--- src/rtl/demux4bit_pkg.sv ---
// Shared constants and types for the registered 1-to-2 4-bit demultiplexer.
// The optional per-channel pop counters are enabled with DEMUX4BIT_CNT_EN.
package demux4bit_pkg;

  localparam int DEMUX_WIDTH = 4;
  localparam int DEMUX_DEPTH = 2;
  localparam int DEMUX_CNT_W = 8;

  typedef logic [DEMUX_WIDTH-1:0] demux_word_t;

endpackage

--- src/rtl/demux4bit_reg_if.sv ---
// Handshake bus of demux4bit_reg: one upstream valid/ready port, two downstream channels.
// The slave side is the demux itself; the master side is its environment.
interface demux4bit_reg_if #(
  parameter int WIDTH = demux4bit_pkg::DEMUX_WIDTH
);

  logic             in_valid;
  logic             in_ready;
  logic             s;
  logic [WIDTH-1:0] d;
  logic             f0_valid;
  logic             f0_ready;
  logic [WIDTH-1:0] f0;
  logic             f1_valid;
  logic             f1_ready;
  logic [WIDTH-1:0] f1;

  modport master (
    output in_valid, s, d, f0_ready, f1_ready,
    input  in_ready, f0_valid, f0, f1_valid, f1
  );

  modport slave (
    input  in_valid, s, d, f0_ready, f1_ready,
    output in_ready, f0_valid, f0, f1_valid, f1
  );

endinterface

--- src/rtl/demux_chan_fifo.sv ---
// One output channel of the demux: a DEPTH-entry FIFO with valid/ready pop side.
// With DEMUX4BIT_CNT_EN an 8-bit wrapping count of popped words is also kept.
module demux_chan_fifo
  import demux4bit_pkg::*;
#(
  parameter int WIDTH = DEMUX_WIDTH,
  parameter int DEPTH = DEMUX_DEPTH
) (
  input  logic             clk,
  input  logic             rst,
  input  logic             push,
  input  logic [WIDTH-1:0] din,
  output logic             full,
  input  logic             pop_ready,
  output logic             valid,
  output logic [WIDTH-1:0] dout
`ifdef DEMUX4BIT_CNT_EN
  ,
  output logic [DEMUX_CNT_W-1:0] cnt
`endif
);

  localparam int PW = $clog2(DEPTH);
  localparam int CW = PW + 1;

  logic [WIDTH-1:0] mem [DEPTH];
  logic [PW-1:0]    wr_ptr;
  logic [PW-1:0]    rd_ptr;
  logic [CW-1:0]    count;
  logic [WIDTH-1:0] last_q;
  logic             do_push;
  logic             do_pop;

  assign valid   = (count != '0);
  assign full    = (count == CW'(DEPTH));
  assign do_push = push && !full;
  assign do_pop  = valid && pop_ready;

  // An empty FIFO keeps presenting the word it last handed out (0 after reset).
  assign dout = valid ? mem[rd_ptr] : last_q;

  always_ff @(posedge clk) begin
    if (!rst && do_push) begin
      mem[wr_ptr] <= din;
    end
  end

  always_ff @(posedge clk) begin
    if (rst) begin
      wr_ptr <= '0;
      rd_ptr <= '0;
      count  <= '0;
      last_q <= '0;
    end else begin
      if (do_push) begin
        wr_ptr <= wr_ptr + PW'(1);
      end
      if (do_pop) begin
        rd_ptr <= rd_ptr + PW'(1);
        last_q <= mem[rd_ptr];
      end
      if (do_push && !do_pop) begin
        count <= count + CW'(1);
      end else if (do_pop && !do_push) begin
        count <= count - CW'(1);
      end
    end
  end

`ifdef DEMUX4BIT_CNT_EN
  always_ff @(posedge clk) begin
    if (rst) begin
      cnt <= '0;
    end else if (do_pop) begin
      cnt <= cnt + DEMUX_CNT_W'(1);
    end
  end
`endif

endmodule

--- src/rtl/demux4bit_reg.sv ---
// Registered 1-to-2 demultiplexer: steers each accepted word into channel 0 or 1 by s.
// Each channel buffers independently; DEMUX4BIT_CNT_EN adds cnt0/cnt1 pop counters.
module demux4bit_reg
  import demux4bit_pkg::*;
#(
  parameter int WIDTH = DEMUX_WIDTH,
  parameter int DEPTH = DEMUX_DEPTH
) (
  input  logic            clk,
  input  logic            rst,
  demux4bit_reg_if.slave  bus
`ifdef DEMUX4BIT_CNT_EN
  ,
  output logic [DEMUX_CNT_W-1:0] cnt0,
  output logic [DEMUX_CNT_W-1:0] cnt1
`endif
);

  logic full0;
  logic full1;
  logic push0;
  logic push1;

  // Readiness depends only on the selected channel, never on downstream readies.
  assign bus.in_ready = bus.s ? !full1 : !full0;
  assign push0        = bus.in_valid && bus.in_ready && !bus.s;
  assign push1        = bus.in_valid && bus.in_ready &&  bus.s;

  demux_chan_fifo #(.WIDTH(WIDTH), .DEPTH(DEPTH)) u_chan0 (
    .clk       (clk),
    .rst       (rst),
    .push      (push0),
    .din       (bus.d),
    .full      (full0),
    .pop_ready (bus.f0_ready),
    .valid     (bus.f0_valid),
    .dout      (bus.f0)
`ifdef DEMUX4BIT_CNT_EN
    ,
    .cnt       (cnt0)
`endif
  );

  demux_chan_fifo #(.WIDTH(WIDTH), .DEPTH(DEPTH)) u_chan1 (
    .clk       (clk),
    .rst       (rst),
    .push      (push1),
    .din       (bus.d),
    .full      (full1),
    .pop_ready (bus.f1_ready),
    .valid     (bus.f1_valid),
    .dout      (bus.f1)
`ifdef DEMUX4BIT_CNT_EN
    ,
    .cnt       (cnt1)
`endif
  );

endmodule

--- src/flat_wrapper.sv ---
// flat-port wrapper written by rule: the top's interface ports become plain ports
module demux4bit_reg_flat import demux4bit_pkg::*;
#(
  parameter int WIDTH = DEMUX_WIDTH,
  parameter int DEPTH = DEMUX_DEPTH
)
  (clk, rst, bus_in_valid, bus_s, bus_d, bus_f0_ready, bus_f1_ready, bus_in_ready, bus_f0_valid, bus_f0, bus_f1_valid, bus_f1);
  demux4bit_reg_if #(.WIDTH(WIDTH)) bus_i ();
  input  logic clk;
  input  logic rst;
  input wire logic [$bits(bus_i.in_valid)-1:0] bus_in_valid;
  input wire logic [$bits(bus_i.s)-1:0] bus_s;
  input wire logic [$bits(bus_i.d)-1:0] bus_d;
  input wire logic [$bits(bus_i.f0_ready)-1:0] bus_f0_ready;
  input wire logic [$bits(bus_i.f1_ready)-1:0] bus_f1_ready;
  output wire logic [$bits(bus_i.in_ready)-1:0] bus_in_ready;
  output wire logic [$bits(bus_i.f0_valid)-1:0] bus_f0_valid;
  output wire logic [$bits(bus_i.f0)-1:0] bus_f0;
  output wire logic [$bits(bus_i.f1_valid)-1:0] bus_f1_valid;
  output wire logic [$bits(bus_i.f1)-1:0] bus_f1;
  assign bus_i.in_valid = bus_in_valid;
  assign bus_i.s = bus_s;
  assign bus_i.d = bus_d;
  assign bus_i.f0_ready = bus_f0_ready;
  assign bus_i.f1_ready = bus_f1_ready;
  assign bus_in_ready = bus_i.in_ready;
  assign bus_f0_valid = bus_i.f0_valid;
  assign bus_f0 = bus_i.f0;
  assign bus_f1_valid = bus_i.f1_valid;
  assign bus_f1 = bus_i.f1;
  demux4bit_reg #(.WIDTH(WIDTH), .DEPTH(DEPTH)) u_core (.clk(clk), .rst(rst), .bus(bus_i));
endmodule
--- config.mk ---
export PLATFORM = sky130hd
export DESIGN_NAME = demux4bit_reg_flat
export DESIGN_NICKNAME = d
export VERILOG_FILES = /design/src/rtl/demux4bit_pkg.sv /design/src/rtl/demux4bit_reg_if.sv /design/src/rtl/demux_chan_fifo.sv /design/src/rtl/demux4bit_reg.sv /design/src/flat_wrapper.sv
export SDC_FILE = /design/constraint.sdc
export NUM_CORES = 1
export LEC_CHECK = 0
export ABC_AREA = 0
export CAP_MARGIN = 20
export CORE_ASPECT_RATIO = 1.75
export CORE_MARGIN = 2
export CORE_UTILIZATION = 30
export CTS_BUF_LIST = sky130_fd_sc_hd__clkbuf_8
export CTS_CLUSTER_DIAMETER = 60
export CTS_CLUSTER_SIZE = 10
export DETAILED_ROUTE_END_ITERATION = 8
export PLACE_DENSITY = 0.55
export SLEW_MARGIN = 20
export SYNTH_ARGS = -nofsm -noshare
export SYNTH_HDL_FRONTEND = slang
export SYNTH_HIERARCHICAL = 1
export SYNTH_SLANG_ARGS = --single-unit
--- constraint.sdc ---
create_clock -name clk -period 3.4 [get_ports clk]
set_input_delay 0.34 -clock clk [delete_from_list [all_inputs] [get_ports clk]]
set_output_delay 0.34 -clock clk [all_outputs]
set_load 0.05 [all_outputs]
==> results_dict.tcl <==
set metrics [dict create \
    postCtsResizedCells 0 \
    period_needed_ns 2.34 \
    path_cells "or2_2, a21oi_1, clkdlybuf4s50_1" \
    post-cts-setup-buffers 0 \
    yosysTopAreaCellShare 0.337 \
    routedWlPerCell_microns 13.2 \
    startpoint_type "flop" \
    cts_hold_buf 0 \
    rsz0062_at_grt "false" \
    grt_pass1_wl_microns 4330 \
    skew_ns 0.00740 \
    clock_path_buffers 2 \
    syn_area_sq_mm 0.00143 \
    crit_path_max_fanout 9 \
    synth_area_leaders "edfxtp_1 (34%), dfxtp_1 (25%), mux2i_1 (6.3%)" \
    relSlewSlack 0.463 \
    drc 0 \
    worstPathRequired_ns 3.06 \
    ys_seq_area_frac 0.590 \
    synth.distinct_cells 23 \
    antenna_found_initial 0 \
    grt_remaining_overflow 0 \
    final_hold_viol_count 0 \
    core_sq_mm 0.00462 \
    yosys.area.top_type "edfxtp_1" \
    path_delay_family "buffers and inverters" \
    critPathSlowestCell "clkdlybuf4s50_1" \
    clock_latency_ns 0.28 \
    path_clk_slew_ns 0.07 \
    drtAntennaViolNets 0 \
    grt_pass1_vias 969 \
    via_per_inst 4.74 \
    grt_max_degree 23 \
    nets 160 \
    netlist_instances 129 \
    holdWs_ns 0.499 \
    hold_class "reg2reg" \
    setup.worst_path.start "u_core/u_chan0/count[0]$_SDFFE_PP0P_" \
    dr.pass1.iters 2 \
    fin_crit_sh 0.687 \
    syn-num-nets 141 \
    cp.arrival_ns 2.00 \
    status "completed" \
    syn_to_final_growth_pct 21.2 \
    setup_viol 0 \
    critPathKind "reg2out" \
    dieArea_sq_mm 0.00534 \
    drtIter0Drc 26 \
    cts.sinks 34 \
    fin_tns_setup_ns 0 \
    port_buffers 20 \
    h-tree-depth 2 \
    via_count 952 \
    cts_tree "done" \
    worstMarginPinSlew_ns 0.804 \
    post-dp-hpwl_microns 2020 \
    ios 21 \
    timing.rr.start "u_core/u_chan1/count[1]$_SDFFE_PP0P_" \
    start_util 0.308 \
    numCtsBuffers 5 \
    fin_area_sq_mm 0.00173 \
    syn_avg_cell_area_sq_um 11.0 \
    place.gp.congestion 0.661 \
    cap_violations 0 \
    ys_ff_latch 34 \
    worstHoldStart "u_core/u_chan1/last_q[3]$_SDFFE_PP0P_" \
    diodes 0 \
    routed_wl_microns 2660 \
    crit_buf_inv 1 \
    placed_area_sq_mm 0.00164 \
    max_freq_mhz 428 \
    slowest_delay_ns 0.82 \
    die_w_microns 56.1 \
    cts_root_buf "clkbuf_8" \
    slew_viol_final 0 \
    track_usage 0.111 \
    yosysWarnings 6 \
    endpoint_kind "primary output" \
    rrSetupSlack_ns 1.48 \
    row_count 33 \
    die_h_microns 95.2 \
    layout-drive-gt1-share 0.0738 \
]
worst min-delay path, stage by stage, from the launching register on:
cell	delay [ns]
dfxtp_1	0.31
nor2_1	0.09
a211oi_1	0.05
layer usage:
metal / routed length [microns] / track usage / vias to the layer above
li1: - / - / 484
met1: 1020 / 0.104 / 450
met2: 1510 / 0.208 / 16
met3: 103 / 0.0407 / 2
met4: 32 / 0.0536 / 0
met5: 0 / 0 / -
stage by stage:
| step | instances | setup slack, ns | util |
|---|---|---|---|
| detailed placement | 193 | 1.15 | 0.355 |
| global route | 201 | 0.964 | 0.374 |
| finish | 201 | 1.06 | 0.374 |
| CTS | 201 | 1.02 | 0.374 |
| global placement | 193 | 1.20 | 0.355 |
| floorplan | 129 | 1.39 | - |
flip-flops by register name (all words and copies together) (netlist names), 2 cells and up, named ones only:
signal                 flops
u_core/u_chan0/count       2
u_core/u_chan0/last_q      4
u_core/u_chan0/mem         8
u_core/u_chan1/count       2
u_core/u_chan1/last_q      4
u_core/u_chan1/mem         8
kinds of logic after synthesis:
group / Yosys count / share of synthesized area
AO/OA/AOI/OAI: 26 / 0.109
XOR/XNOR: 6 / 0.0369
adder cells (fa/ha/maj): 2 / 0.0176
buffers and inverters: 14 / 0.0492
flip-flops: 34 / 0.590
multiplexers: 9 / 0.0632
AND/OR/NAND/NOR: 38 / 0.134
area by class of cell:
| cell class | count | area [sq um] |
|---|---|---|
| Clock buffer | 5 | 68.8 |
| Clock inverter | 3 | 16.3 |
| Fill cell | 486 | 2900 |
| Inverter | 6 | 22.5 |
| Multi-Input combinational cell | 81 | 514 |
| Sequential cell | 34 | 841 |
| Tap cell | 52 | 65.1 |
| Timing Repair Buffer | 20 | 200 |
cells in the final DEF (no fill, tap or decap), drive strengths merged:
cell type      Yosys  layout
xor2               4       4
clkinv             0       2
a21oi             12      12
a211oi             8       8
o21a               2       2
or2                2       2
edfxtp            16      16
dfxtp             18      18
ha                 2       2
nor3               2       2
clkbuf             2       5
and3b              1       1
nor2              22      22
clkinvlp           0       1
mux2i              9       9
inv                6       6
or3                4       4
nor2b              2       2
xnor2              2       2
o21ai              4       4
nand2b             2       2
clkdlybuf4s50      0      20
nor3b              3       3
final timing paths:
kind | endpoint | depth (start not counted)
hold / removal | u_core/u_chan1/last_q[3]$_SDFFE_PP0P_ | 2
hold reg to reg | u_core/u_chan1/last_q[3]$_SDFFE_PP0P_ | 2
setup / recovery | bus_f0[1] | 3
setup reg to reg | u_core/u_chan1/count[1]$_SDFFE_PP0P_ | 7
cells in the mapped netlist:
cell / instances
buf_6: 2
xor2_1: 4
or3_1: 4
and3b_1: 1
a21oi_1: 12
inv_1: 6
clkbuf_1: 2
buf_2: 2
nor2_1: 22
o21ai_0: 4
nor2b_2: 2
or2_2: 2
nor3b_1: 3
nor3_1: 2
ha_1: 2
nand2b_1: 2
a211oi_1: 8
xnor2_1: 2
dfxtp_1: 18
edfxtp_1: 16
buf_1: 2
o21a_1: 2
mux2i_1: 9
Power is not shown: default switching activity piles up to over one toggle a cycle in this logic, so the estimate is an artifact.
